[src/rtl/rr_sel_arbiter.sv]
// rr_sel_arbiter: four-way round-robin arbiter for one shared resource that is
// selected by a 2-bit case index. Grant is held while the owner keeps
// requesting. An optional hold limit forces release, and one dead cycle
// always separates consecutive owners.
module rr_sel_arbiter #(
  parameter int unsigned MAX_HOLD = 16,
  parameter int unsigned CW       = $clog2(MAX_HOLD > 1 ? MAX_HOLD : 2)
) (
  input  logic          clk,
  input  logic          rst_n,
  input  logic [3:0]    req,
  output logic [3:0]    gnt,
  output logic [1:0]    gnt_idx,
  output logic          gnt_valid,
  output logic          timeout,
  output logic [CW-1:0] busy_cnt
);

  typedef enum logic [1:0] {
    IDLE = 2'b00,
    BUSY = 2'b01,
    GAP  = 2'b10
  } state_t;

  localparam logic [CW-1:0] HOLD_LAST = CW'(MAX_HOLD == 0 ? 0 : MAX_HOLD - 1);

  state_t     state;
  logic [1:0] last_idx;
  logic [1:0] rst_sync;
  logic [1:0] win_idx;
  logic [3:0] win_onehot;
  logic       win_found;
  logic       hold_hit;

  // Reset synchronizer: assertion is asynchronous, release lands on a clock edge
  always_ff @(posedge clk or negedge rst_n) begin
    if (!rst_n) rst_sync <= '0;
    else        rst_sync <= {rst_sync[0], 1'b1};
  end

  // Round-robin pick: scan from the requester after last_idx; last_idx comes last
  always_comb begin
    logic [1:0] cand;
    win_idx   = last_idx;
    win_found = 1'b0;
    cand      = '0;
    for (int unsigned k = 1; k <= 4; k++) begin
      cand = last_idx + 2'(k);
      if (!win_found && req[cand]) begin
        win_idx   = cand;
        win_found = 1'b1;
      end
    end
  end

  // One-hot decode of the winning index for the grant register
  always_comb begin
    case (win_idx)
      2'b00:   win_onehot = 4'b0001;
      2'b01:   win_onehot = 4'b0010;
      2'b10:   win_onehot = 4'b0100;
      2'b11:   win_onehot = 4'b1000;
      default: win_onehot = 4'b0000;
    endcase
  end

  // Forced release once the owner has held for MAX_HOLD cycles (never when MAX_HOLD is 0)
  always_comb begin
    hold_hit = (MAX_HOLD != 0) && (busy_cnt == HOLD_LAST);
  end

  // Arbiter FSM with registered grant, index, hold counter and timeout pulse
  always_ff @(posedge clk or negedge rst_n) begin
    if (!rst_n) begin
      state     <= IDLE;
      gnt       <= '0;
      gnt_idx   <= '0;
      gnt_valid <= 1'b0;
      timeout   <= 1'b0;
      busy_cnt  <= '0;
      last_idx  <= '1;
    end else if (!rst_sync[1]) begin
      // Held in reset until the synchronized release reaches this edge
      state     <= IDLE;
      gnt       <= '0;
      gnt_idx   <= '0;
      gnt_valid <= 1'b0;
      timeout   <= 1'b0;
      busy_cnt  <= '0;
      last_idx  <= '1;
    end else begin
      timeout <= 1'b0;
      case (state)
        IDLE, GAP: begin
          busy_cnt <= '0;
          if (win_found) begin
            state     <= BUSY;
            gnt       <= win_onehot;
            gnt_idx   <= win_idx;
            gnt_valid <= 1'b1;
          end else begin
            state <= IDLE;
          end
        end
        BUSY: begin
          // Forced release takes priority, so it reports timeout even if req drops too
          if (hold_hit || !req[gnt_idx]) begin
            state     <= GAP;
            gnt       <= '0;
            gnt_valid <= 1'b0;
            last_idx  <= gnt_idx;
            busy_cnt  <= '0;
            timeout   <= hold_hit;
          end else begin
            busy_cnt <= busy_cnt + 1'b1;
          end
        end
        default: begin
          state     <= IDLE;
          gnt       <= '0;
          gnt_valid <= 1'b0;
          busy_cnt  <= '0;
        end
      endcase
    end
  end

endmodule

[config.mk]
export PLATFORM = sky130hd
export DESIGN_NAME = rr_sel_arbiter
export DESIGN_NICKNAME = d
export VERILOG_FILES = /design/src/rtl/rr_sel_arbiter.sv
export SDC_FILE = /design/constraint.sdc
export NUM_CORES = 1
export LEC_CHECK = 0
export CORE_MARGIN = 2
export CORE_UTILIZATION = 44
export CTS_BUF_LIST = sky130_fd_sc_hd__clkbuf_16
export DETAILED_ROUTE_END_ITERATION = 10
export PLACE_DENSITY = 0.73
export REMOVE_ABC_BUFFERS = 1
export SLEW_MARGIN = 5
export SYNTH_ARGS = -nofsm -noshare
export SYNTH_HDL_FRONTEND = slang
export SYNTH_SLANG_ARGS = --single-unit
[constraint.sdc]
create_clock -name clk -period 1.8 [get_ports clk]
set_clock_uncertainty 0.1 [all_clocks]
set_input_delay 0.36 -clock clk [delete_from_list [all_inputs] [get_ports clk]]
set_output_delay 0.36 -clock clk [all_outputs]
set_load 0.02 [all_outputs]
==> results of run 1 <==
## sequential cells by signal, indices dropped and copies added, names as in the netlist
register,flops
busy_cnt,4
rst_sync,2
state,2
last_idx,2
gnt_valid,1
gnt,4
timeout,1
gnt_idx,2
## path summary, 6_finish.rpt
kind | slack [ns] | depth (start not counted) | from | end
max | 0.07 | 1 | busy_cnt[2]$_DFF_PN0_ | busy_cnt[2]
min reg2reg | 0.27 | 0 | rst_sync[0]$_DFF_PN0_ | rst_sync[1]$_DFF_PN0_
min | 0.27 | 1 | rst_n | state[1]$_DFFE_PN0P_
min in group clk | 0.27 | 0 | rst_sync[0]$_DFF_PN0_ | rst_sync[1]$_DFF_PN0_
max in group asynchronous | 0.88 | 2 | rst_n | gnt[2]$_DFFE_PN0P_
max reg2reg | 0.15 | 4 | gnt_idx[0]$_DFFE_PN0P_ | gnt[1]$_DFFE_PN0P_
## through the flow
| step | TNS, ns | util (%) | cell area (um^2) |
|---|---|---|---|
| 2_1_floorplan | 0 | - | 843.3 |
| 3_3_place_gp | -1.937 | 63.48 | 1120 |
| 3_5_place_dp | -2.221 | 63.48 | 1120 |
| 4_1_cts | 0 | 67.94 | 1199 |
| 5_1_grt | 0 | 69.15 | 1220 |
| 6_report | 0 | 69.15 | 1220 |
## power groups by stage
stage / Combinational (W) / Clock (W) / Sequential (W)
4_1_cts: 0.000261 / 0.000450 / 0.000484
5_1_grt: 0.000281 / 0.000467 / 0.000490
2_1_floorplan: 0.000114 / 0 / 0.000509
3_5_place_dp: 0.000259 / 0 / 0.000491
3_3_place_gp: 0.000253 / 0 / 0.000488
6_report: 0.000259 / 0.000436 / 0.000484
## what timing repair did
action                                  CTS  global route
gates resized for setup                   0             7
endpoints found under the setup margin    0             6
endpoints found under the hold margin     0             0
## kinds of logic after synthesis
logic type,count (synthesis)
AO/OA/AOI/OAI,24
XOR/XNOR,2
adder cells (fa/ha/maj),1
buffers and inverters,5
flip-flops,18
multiplexers,2
other,1
AND/OR/NAND/NOR,24
## layout by cell type (no fill, tap or decap)
master           instances
a221o_1                  1
o21a_1                   1
nand4_4                  1
clkdlybuf4s50_1         11
ha_1                     1
clkinv_1                 1
o21ai_0                  5
o2bb2ai_1                1
o21ai_2                  1
nand2b_1                 1
dlymetal6s2s_1           6
clkbuf_16                3
nor4_2                   1
a21o_2                   1
dfrtp_1                 16
buf_4                   10
nand3_1                  2
nand2_1                  4
o211ai_1                 2
xnor2_1                  1
inv_1                    5
xor2_1                   1
a221oi_1                 1
nor3_1                   2
dfstp_2                  2
mux2_2                   1
conb_1                   1
a21boi_1                 1
a21oi_1                  5
nand3b_1                 1
a32o_1                   4
a21o_1                   1
mux4_2                   1
nor2b_1                  3
nor2_1                   8
nand2_2                  1
## per-layer routing
metal  vias up  GRT usage [%]
li1        343              -
met4         0          14.05
met2        22          31.20
met5         -              0
met3         4          6.792
met1       343          25.78
## area by class of cell
| cell class | count | area share (%) |
|---|---|---|
| flip-flops and latches | 18 | 37.13 |
| multi-input cells | 54 | 30.97 |
| clock inverters | 1 | 0.3077 |
| inverters | 5 | 1.538 |
| repair buffers | 27 | 21.33 |
| clock buffers | 3 | 6.154 |
| well taps | 25 | 2.564 |
==> out/summary.md, run 1 <==
Setup repair after global routing left no endpoint under its margin. The run gives 2283 um^2 as the die area. The biggest area contributor in the post-synthesis netlist is dfrtp_1.

The number of buffers and inverters on the critical path was 1. Entering global routing, the biggest net connects 13 pins. TritonCTS built the clock tree. The standby leakage power was 0.5954 nW; the logic gate share of total power was 22.0%.

After detailed routing, the total wire length is 1893 um. The nature of the critical path endpoint was an output port. The run finished with clean final reports. Across the VDD grid, the largest voltage drop is 763.2 uV. The net count of the finished layout is 116. The hold slack came out at 0.2659 ns. The share of async-settable or async-resettable flops after synthesis works out to 100.0%. Detailed routing placed a total of 76 um of wire on met3. The synthesized design contains 0 enable-type register cells. After detailed routing, the number of remaining DRC violations is 0. Ranked by total cell area, the synthesized netlist is headed by dfrtp_1, dfstp_2, a32o_1. The tools report the antenna diode count as 0. The tools report the via count of the first global-routing pass as 700. In this run the deepest clock path goes through 2 buffers. The number of antenna violations at the first check in global routing was 0. After synthesis, the netlist uses 31 different library cells.

The run gives 1764 um^2 as the placeable core region. The number of buffers inserted by port buffering works out to 17. The H-tree level count was 1. The most used flip-flop cell after synthesis is dfrtp_1.

Once the floorplan was initialized, standard cells occupied 47.80% of the core. The worst setup path is of the flip-flop to output port kind. STA classifies the critical path startpoint as a flip-flop.

The synthesized netlist occupies a cell area of 843.3 um^2. The area growth from synthesis to layout was 44.66%. The clock drives 18 sinks. The count of pins over their slew limit was 0; the post-CTS clock slew at the launch and capture registers of the worst setup and hold paths was 0.05 ns.

In the routed layout, each cell is associated on average with a via count of 5.353. Excluding fillers, the count of instances in the completed layout stands at 133. The setup-violating endpoint count in the final report is 0, and the complex-gate fraction of the synthesized area is 20.47%. The final cycle utilization of the critical path is 96.03%. Synthesis produced 77 cells.

Traced cell by cell, the critical path runs through clkdlybuf4s50_1. The run gives 0 as the max-capacitance violation count. The adder-cell share of the synthesized area is 1.484%. The post-synthesis sequential area ratio came out at 53.71%. Kind of cell with the highest combined delay on the critical path: buffers and inverters. Sequential cell area: 452.9 um^2. The final-report hold violation count is 0, and the mean area per synthesized cell is 10.95 um^2. After layout, the minimum clock period comes to 1.728 ns. Total power divided by cell area: 966.8 nW/um^2.

Cell internal power was estimated by the tool at 0.0008684 W. After layout, the design draws a total of 0.001179 W. The number of storage elements in the synthesis netlist works out to 18. The combinational family with the most area after synthesis was compound AO/OA/AOI/OAI gates. The total half-perimeter wirelength after legalization and detailed placement was 1432 um. The tools report the detailed-routing iteration count for the pre-antenna-repair pass as 4. Yosys instantiated no cell more often than dfrtp_1. Yosys printed 0 warnings.

The largest fanout on the critical path came out at 4. In the detailed route, the total length drawn on met2 is 937 um. In this run the remaining antenna-violating nets after routing total 0. In this run, CTS created clock tree buffers numbering 3.

The number of placed cells counting well taps was 129; the share of layout cells above drive strength 1 was 20.37%. Clock latency on the worst-skew pair, taken at its later pin, is 0.25 ns. Of the total synthesized cell area, the portion taken by XOR and XNOR cells is 2.077%.

Counting instances in the post-synthesis netlist gives the leading cell types as dfrtp_1, nor2_1, a21oi_1, inv_1, o21ai_0. The logs give 834 um for the length of routed wiring on met1 and 377.9 um^2 for the combined area of the multi-input logic cells. Uppermost layer routed: met4. The logs give 0 for the number of post-CTS setup repair buffers and 0.8249 for the global placer's final weighted congestion. The layout has 145 filler cells. The tools report the global-route wire length before repair as 3084 um. The fraction of synthesized cell area taken by the top area cell type was 47.48%. The type of the most critical hold path was input pin to asynchronous set/reset pin. After global routing the overflow that remains totals 0. The die is 47.78 um tall. The total of hold buffers inserted after clock tree synthesis is 0. The fraction of synthesized area in multiplexers is 4.006%, and the sequential group share of total power is 41.0%.

In this run the core area contains 15 standard-cell rows. The data arrival at the endpoint of the critical path was 1.27 ns. For this run, the slowest stage of the critical path takes 0.62 ns. The largest individual stage delay along the critical path comes from the cell clkdlybuf4s50_1. For this design the total switching power over the nets is 0.0003110 W. The share of total power consumed by net switching works out to 26.37%. The total global routing track utilization is 20.94%, and the setup slack after layout is 0.07154 ns. Violation count after the first detailed-route iteration: 23. The clock root buffer was clkbuf_16.

In the final routed layout, each cell accounts on average for 14.23 um. The synthesized netlist devotes 15.58% of its cell area to simple gates. In this run the count of I/O pins placed on the die edge is 18. The clock network fraction of total power came out at 37.0%.

The die extent in x came out at 47.78 um. The tools report the pre-CTS worst setup slack as -0.2570 ns. Timing would allow up to 578.5 MHz. The data required time at the worst endpoint was 1.34 ns; the overall via count from detail_route was 712.
Note: power is estimated with default switching activity, not from simulation.
==> run 2, diff against run 1 <==
--- a/config.mk
+++ b/config.mk
@@ -11,6 +11,7 @@
 export DETAILED_ROUTE_END_ITERATION = 10
 export PLACE_DENSITY = 0.73
 export REMOVE_ABC_BUFFERS = 1
+export SKIP_LAST_GASP = 1
 export SLEW_MARGIN = 5
 export SYNTH_ARGS = -nofsm -noshare
 export SYNTH_HDL_FRONTEND = slang
==> run 2 against run 1 <==
Against the previous run: hold slack about the same; critical path depth increased by 4; die area unchanged; clock power about the same; total power about the same; sequential power about the same; non-clock buffer count did not move; sequential cell count unchanged; wire length grew 0.32%; first-iteration DRC count is the same; critical path type is now input pin to flip-flop; core utilization is 0.14 points lower; setup slack lost 0.039 ns.
==> out/summary.md, run 2 (synthesis gave the netlist of run 1 again) <==
The hold slack is 0.2659 ns (-0.00004800 ns), and the remaining global-route overflow is 0 (unchanged). The clock buffer count from CTS was 3 (unchanged). The total power divided by cell area came out at 969.1 nW/um^2 (+0.24%). The post-route core utilization is 69.01% (-0.14 points).

The run gives 0.0008687 W (about the same) as the cell-internal power. The largest registers in the layout are busy_cnt x4, gnt x4. The die extent in x was 47.78 um (unchanged); the count of pins over their slew limit was 0 (unchanged). The number of post-CTS setup repair buffers came out at 0 (unchanged). The setup-violating endpoint count in the final report is 0 (unchanged), and the final routed wirelength across all metal layers is 1899 um (+0.32%). The overall via count from detail_route was 710 (-0.28%). The detailed-routing iteration count for the pre-antenna-repair pass came out at 4 (unchanged).

The launch point of the worst path was req[0]. The depth of the most critical reg-to-reg path was 4 (unchanged). The violation count after the first detailed-route iteration was 23 (unchanged). The per-cell routed wire length was 14.28 um (+0.32%).

The clock root buffer was clkbuf_16. For the worst reg-to-reg setup slack, the log shows 0.15 ns (about the same). The final antenna-violating net count is 0 (unchanged), and the count of clock tree sinks is 18 (unchanged). The flow ran to the end, and the final reports show no timing, DRC or antenna violations. The worst register-to-register path ends at gnt[1]$_DFFE_PN0P_. The nature of the critical path endpoint was a flip-flop. The tools report the antenna diode count as 0 (unchanged).

The global-route wire length before repair was 3084 um (unchanged); the data arrival at the endpoint of the critical path was 1.80 ns (+0.53 ns). Number of buffers inserted by port buffering: 17 (unchanged). Leaving out fill and tap cells, the most frequent cell in the layout is dfrtp_1.

The run gives 37.0% (about the same) as the clock network fraction of total power. The global-route met2 utilization is 31.20% (unchanged), and the minimum clock period after layout is 1.767 ns (+0.03851 ns). The number of primary I/O pins is 18 (unchanged). The tools report the sequential group share of total power as 41.0% (about the same). The share of total power consumed by net switching works out to 26.36% (about the same). The tools report the worst-case clock buffer depth as 2 (unchanged).

For the placeable core region, the log shows 1764 um^2 (unchanged). The worst register-to-register path begins at gnt_idx[0]$_DFFE_PN0P_. Setup repair after global routing could not meet its margin everywhere. The highest clock rate is 565.9 MHz (-2.2%), and the post-CTS clock slew at the launch and capture registers of the worst setup and hold paths is 0.05 ns (about the same). The tools report the cell area after layout as 1217 um^2 (-0.20%).

The total power after layout is 0.001180 W (about the same). Relative to the synthesized area, the layout overhead comes to 44.36%. The max-capacitance violation count came out at 0 (unchanged). The clock latency at the later pin of the worst-skew pair was 0.25 ns (about the same); the share of layout cells above drive strength 1 was 20.37% (unchanged).

The largest fanout on the critical path came out at 4 (unchanged). The data required time at the worst endpoint came out at 1.83 ns (+0.49 ns). The final cycle utilization of the critical path was 98.17% (+2.1 points); the net switching power was 0.0003110 W (about the same).

The worst setup path is of the input pin to flip-flop kind. The cell area after placement is 1120 um^2 (unchanged), and the logic gate share of total power is 22.0% (about the same). The top cell types in the final layout, fill and taps aside, are dfrtp_1, clkdlybuf4s50_1, buf_4.

The met1 usage was 25.78% (unchanged). TritonCTS built the clock tree. For the pre-CTS worst setup slack, the log shows -0.2570 ns (unchanged). The met3 track demand over resource in global routing is 6.792% (unchanged), and the chip height is 47.78 um (unchanged).

The H-tree level count is 1 (unchanged), and the global placer's final weighted congestion is 0.8249 (unchanged). The tools report the setup slack after layout as 0.03303 ns (-0.03851 ns). For the total half-perimeter wirelength after legalization and detailed placement, the log shows 1432 um (unchanged). The via count of the first global-routing pass was 700 (unchanged); the net count of the finished layout was 116 (unchanged).

The detailed-route vias per instance is 5.338 (-0.28%), and the die area is 2283 um^2 (unchanged). The tools report the total global routing track utilization as 20.94% (unchanged). For the initial standard-cell utilization of the core, the log shows 47.80% (unchanged). The standby leakage power came out at 0.5862 nW (-1.5%).

The logs give 13 (unchanged) for the maximum number of pins on one net before global-route repair and 0 (unchanged) for the number of antenna violations at the first check in global routing. The tools report the remaining routing DRC violations as 0 (unchanged). The startpoint kind of the worst setup timing path was an input pin. The run gives 15 (unchanged) as the placement row count. The run gives 763.4 uV (about the same) as the worst supply voltage drop on vdd.

The worst hold path belongs to the class input pin to asynchronous set/reset pin. In this run the most used layer during global routing was met2. Final-report hold violation count: 0 (unchanged).
[run 2: cell types whose count changed in the layout (fill, tap and decap cells not counted)]
| cell | change |
|---|---|
| clkdlybuf4s50_1 | +1 |
| dlymetal6s2s_1 | -1 |
[run 2: cell type report]
type / instances / area, um^2
timing repair buffer: 27 / 257.7
clock inverter: 1 / 3.754
fill: 146 / 546.8
clock buffer: 3 / 75.07
sequential: 18 / 452.9
inverter: 5 / 18.77
tap: 25 / 31.28
multi-input combinational: 54 / 377.9
[run 2: through the flow]
stage               setup TNS (ns)  instances
global placement            -1.937        129
global route              -0.05761        133
floorplan                        0         77
finish                           0        133
detailed placement          -2.221        129
CTS                              0        133
[run 2: repair_timing]
item	CTS	global route
hold buffers	0	0
hold endpoints to repair	0	0
resized for setup	0	6
setup endpoints to repair	0	6
[run 2: worst max-delay path by stage]
stage | endpoint | slack, ns | depth (start not counted)
6_report | gnt[1]$_DFFE_PN0P_ | 0.03 | 5
5_1_grt | gnt[1]$_DFFE_PN0P_ | -0.03 | 5
4_1_cts | gnt[1]$_DFFE_PN0P_ | 0.003 | 5
3_5_place_dp | gnt[1]$_DFFE_PN0P_ | -0.26 | 5
3_3_place_gp | gnt[0]$_DFFE_PN0P_ | -0.21 | 5
2_1_floorplan | gnt[0]$_DFFE_PN0P_ | 0.10 | 4
[run 2: power by group through the flow]
| stage | sequential, W | clock, W | combinational (W) |
|---|---|---|---|
| floorplan | 0.000509 | 0 | 0.000114 |
| global placement | 0.000488 | 0 | 0.000253 |
| detailed placement | 0.000491 | 0 | 0.000259 |
| CTS | 0.000484 | 0.000450 | 0.000261 |
| global route | 0.000490 | 0.000467 | 0.000281 |
| finish | 0.000484 | 0.000436 | 0.000259 |
[run 2: worst max-delay path: stages]
cell             delay (ns)
clkdlybuf4s50_1        0.46
mux4_2                 0.53
nand4_4                0.13
nand2_2                0.09
a32o_1                 0.22
[run 2: metal layers]
layer / share of wire, % / vias to the layer above
li1: - / 343
met1: 44 / 342
met2: 50 / 21
met3: 4.1 / 4
met4: 2.3 / 0
met5: 0 / -
==> run 3, diff against run 2 <==
--- a/config.mk
+++ b/config.mk
@@ -9,6 +9,7 @@
 export CORE_UTILIZATION = 44
 export CTS_BUF_LIST = sky130_fd_sc_hd__clkbuf_16
 export DETAILED_ROUTE_END_ITERATION = 10
+export GPL_TIMING_DRIVEN = 0
 export PLACE_DENSITY = 0.73
 export REMOVE_ABC_BUFFERS = 1
 export SKIP_LAST_GASP = 1
==> run 3 against run 2 <==
Against the previous run: wire length fell by 5.5%; core utilization fell by 4.1 points; first-iteration DRC count fell by 43%; sequential cell count did not move; hold slack got worse by 0.015 ns; total power fell by 1.0%; count of clock-buffer cells in the layout did not move; cell area fell by 6.0%; critical endpoint is now gnt_idx[0]; highest routed layer unchanged.
==> out/summary.md, run 3 (synthesis gave the netlist of run 1 again) <==
The antenna diode count is 0 (unchanged), and the max-capacitance violation count is 0 (unchanged). The placeable core region came out at 1764 um^2 (unchanged). Tracing the worst setup path back leads to its startpoint at gnt_idx[0]$_DFFE_PN0P_. The number of primary I/O pins was 18 (unchanged). The worst reg-to-reg setup slack is 0.16 ns (about the same). The tools report the met3 wire length as 67 um (-14%). The minimum clock period after layout was 1.743 ns (-0.02418 ns). The logs give 1241 um (-13%) for the total half-perimeter wirelength after legalization and detailed placement and 1794 um (-5.5%) for the final routed wirelength across all metal layers. The clock latency at the later pin of the worst-skew pair is 0.25 ns (about the same).

The run gives 4 (unchanged) as the detailed-routing iteration count for the pre-antenna-repair pass. The chip height works out to 47.78 um (unchanged). For the worst supply voltage drop on vdd, the log shows 629.4 uV (-18%). The total power after layout was 0.001167 W (-1.0%).

Broken down by cell family, the worst path's largest delay share belongs to buffers and inverters. The run gives 671 (-5.5%) as the overall via count from detail_route. Final cycle utilization of the critical path: 96.82% (-1.3 points). Cell count along the critical path: 1 (-4).

The tools report the standby leakage power as 0.5137 nW (-12%). The initial standard-cell utilization of the core was 47.80% (unchanged); the data arrival at the endpoint of the critical path was 1.28 ns (-0.52 ns). The detailed-route vias per instance works out to 5.411 (+1.4%). The tools report the sequential cell area as 452.9 um^2 (unchanged). Combined area of the multi-input logic cells: 384.1 um^2 (+1.7%). The global placer's final weighted congestion came out at 0.7973 (-3.3%). Most frequent standard cell in the layout excluding fill and tap cells: dfrtp_1. STA classifies the critical path startpoint as a flip-flop. The detailed router used layers up to and including met4. The highest cell delay on the worst timing path was 0.63 ns (+0.10 ns); the data required time at the worst endpoint was 1.34 ns (-0.49 ns).

Share of layout cells above drive strength 1: 14.14% (-6.2 points). The most critical setup path has its endpoint at gnt_idx[0]. The tools report the count of clock tree sinks as 18 (unchanged). The run gives 0 (unchanged) as the final antenna-violating net count.

The critical path is of the flip-flop to output port type. The tools report the H-tree level count as 1 (unchanged). For the highest clock rate, the log shows 573.8 MHz (+1.4%). The flow ran to the end, and the final reports show no timing, DRC or antenna violations. Setup repair after global routing left no endpoint under its margin.

The tools report the global-route wire length before repair as 2808 um (-8.9%). The hold slack was 0.2504 ns (-0.01549 ns); the number of buffers inserted by port buffering was 17 (unchanged). The tools report the net count of the finished layout as 107 (-7.8%).

Type of the most critical hold path: flip-flop to flip-flop. The logs give 2283 um^2 (unchanged) for the die area and 0 (unchanged) for the remaining global-route overflow. The startpoint identified for the worst register-to-register timing path is last_idx[0]$_DFFE_PN1P_. For the total of hold buffers inserted after clock tree synthesis, the log shows 0 (unchanged). Walking the worst path, the cells encountered are clkdlybuf4s50_1. Largest fanout on the critical path: 4 (unchanged). The logs give 3 (unchanged) for the clock buffer count from CTS and 624 (-11%) for the via count of the first global-routing pass.

Capture instance of the worst register-to-register path: gnt[3]$_DFFE_PN0P_. For the length of routed wiring on met1, the log shows 794 um (-4.7%). Slowest cell on the critical path: clkdlybuf4s50_1. The die extent in x is 47.78 um (unchanged), and the worst-case clock buffer depth is 2 (unchanged). Number of antenna violations at the first check in global routing: 0 (unchanged). The placement row count is 15 (unchanged), and the slew at the pin closest to its max-slew limit is 0.7680 ns.

Violation count after the first detailed-route iteration: 13 (-43%). The depth of the most critical reg-to-reg path came out at 4 (unchanged). The total power divided by cell area is 1020 nW/um^2 (+5.2%). The setup-violating endpoint count in the final report came out at 0 (unchanged).

The number of buffers and inverters on the critical path was 1 (unchanged); the per-cell routed wire length was 14.47 um (+1.3%). The run gives 900 um (-4.5%) as the met2 wirelength from detailed routing. The tools report the count of pins over their slew limit as 0 (unchanged). The total global routing track utilization is 19.33% (-1.6 points). The clock root buffer was clkbuf_16. The remaining routing DRC violations was 0 (unchanged).

Layout filler cell count: 162 (+11%). In the layout the commonest cells are dfrtp_1, clkdlybuf4s50_1, nor2_1. The run gives 19 (+6) as the maximum number of pins on one net before global-route repair. In the final layout, the registers with the most flip-flops are busy_cnt x4, gnt x4. The post-CTS clock slew at the launch and capture registers of the worst setup and hold paths was 0.05 ns (about the same); the final-report hold violation count was 0 (unchanged). Headroom to the max-slew limit came out at 48.64%.

TritonCTS built the clock tree. The tools report the nature of the critical path endpoint as an output port. Relative to the synthesized area, the layout overhead comes to 35.76%.
## run 3: cell count changes in the layout (fill, tap and decap cells not counted)
| cell | delta |
|---|---|
| a221oi_1 | -1 |
| dlymetal6s2s_1 | -3 |
| dlygate4sd2_1 | +3 |
| buf_4 | -9 |
| a221oi_2 | +1 |
## run 3: area by class of cell
cell class              count  area share [%]
clock inverters             1          0.3279
flip-flops and latches     18           39.56
multi-input cells          54           33.55
repair buffers             18           15.63
inverters                   5           1.639
well taps                  25           2.732
clock buffers               3           6.557
## run 3: per-stage QoR
stage	TNS (ns)	setup slack (ns)	instances	utilization, %	area (um^2)
floorplan	0	0.1018	77	-	843.3
global placement	-2.922	-0.3745	119	59.22	1045
detailed placement	-3.363	-0.4251	119	59.22	1045
CTS	0	0.007698	124	64.61	1140
global route	0	0.006343	124	64.89	1145
finish	0	0.05721	124	64.89	1145
## run 3: report_power, final
part	switching [W]	internal, W
clock network	0.000152	0.000296
logic	0.000124	0.000110
registers	0.0000394	0.000446
## run 3: how the worst min path moves through the flow
| stage | start | end | slack [ns] | cells past startpoint |
|---|---|---|---|---|
| after floorplan | rst_n | busy_cnt[0]$_DFF_PN0_ | -0.04 | 0 |
| after global placement | rst_sync[0]$_DFF_PN0_ | rst_sync[1]$_DFF_PN0_ | 0.24 | 0 |
| after detailed placement | rst_sync[0]$_DFF_PN0_ | rst_sync[1]$_DFF_PN0_ | 0.24 | 0 |
| after CTS | rst_sync[0]$_DFF_PN0_ | rst_sync[1]$_DFF_PN0_ | 0.25 | 0 |
| after global routing | rst_sync[0]$_DFF_PN0_ | rst_sync[1]$_DFF_PN0_ | 0.26 | 0 |
| final | rst_sync[0]$_DFF_PN0_ | rst_sync[1]$_DFF_PN0_ | 0.25 | 0 |
## run 3: what timing repair did
| item | CTS | global route |
|---|---|---|
| pin swaps | 0 | 0 |
| resized for setup | 5 | 2 |
| buffers inserted | 1 | 0 |
| setup endpoints to repair | 7 | 7 |
## run 3: layer usage
metal	vias up	GRT usage [%]
met5	-	0
met1	330	23.73
met4	0	9.730
li1	325	-
met2	12	29.07
met3	4	8.302
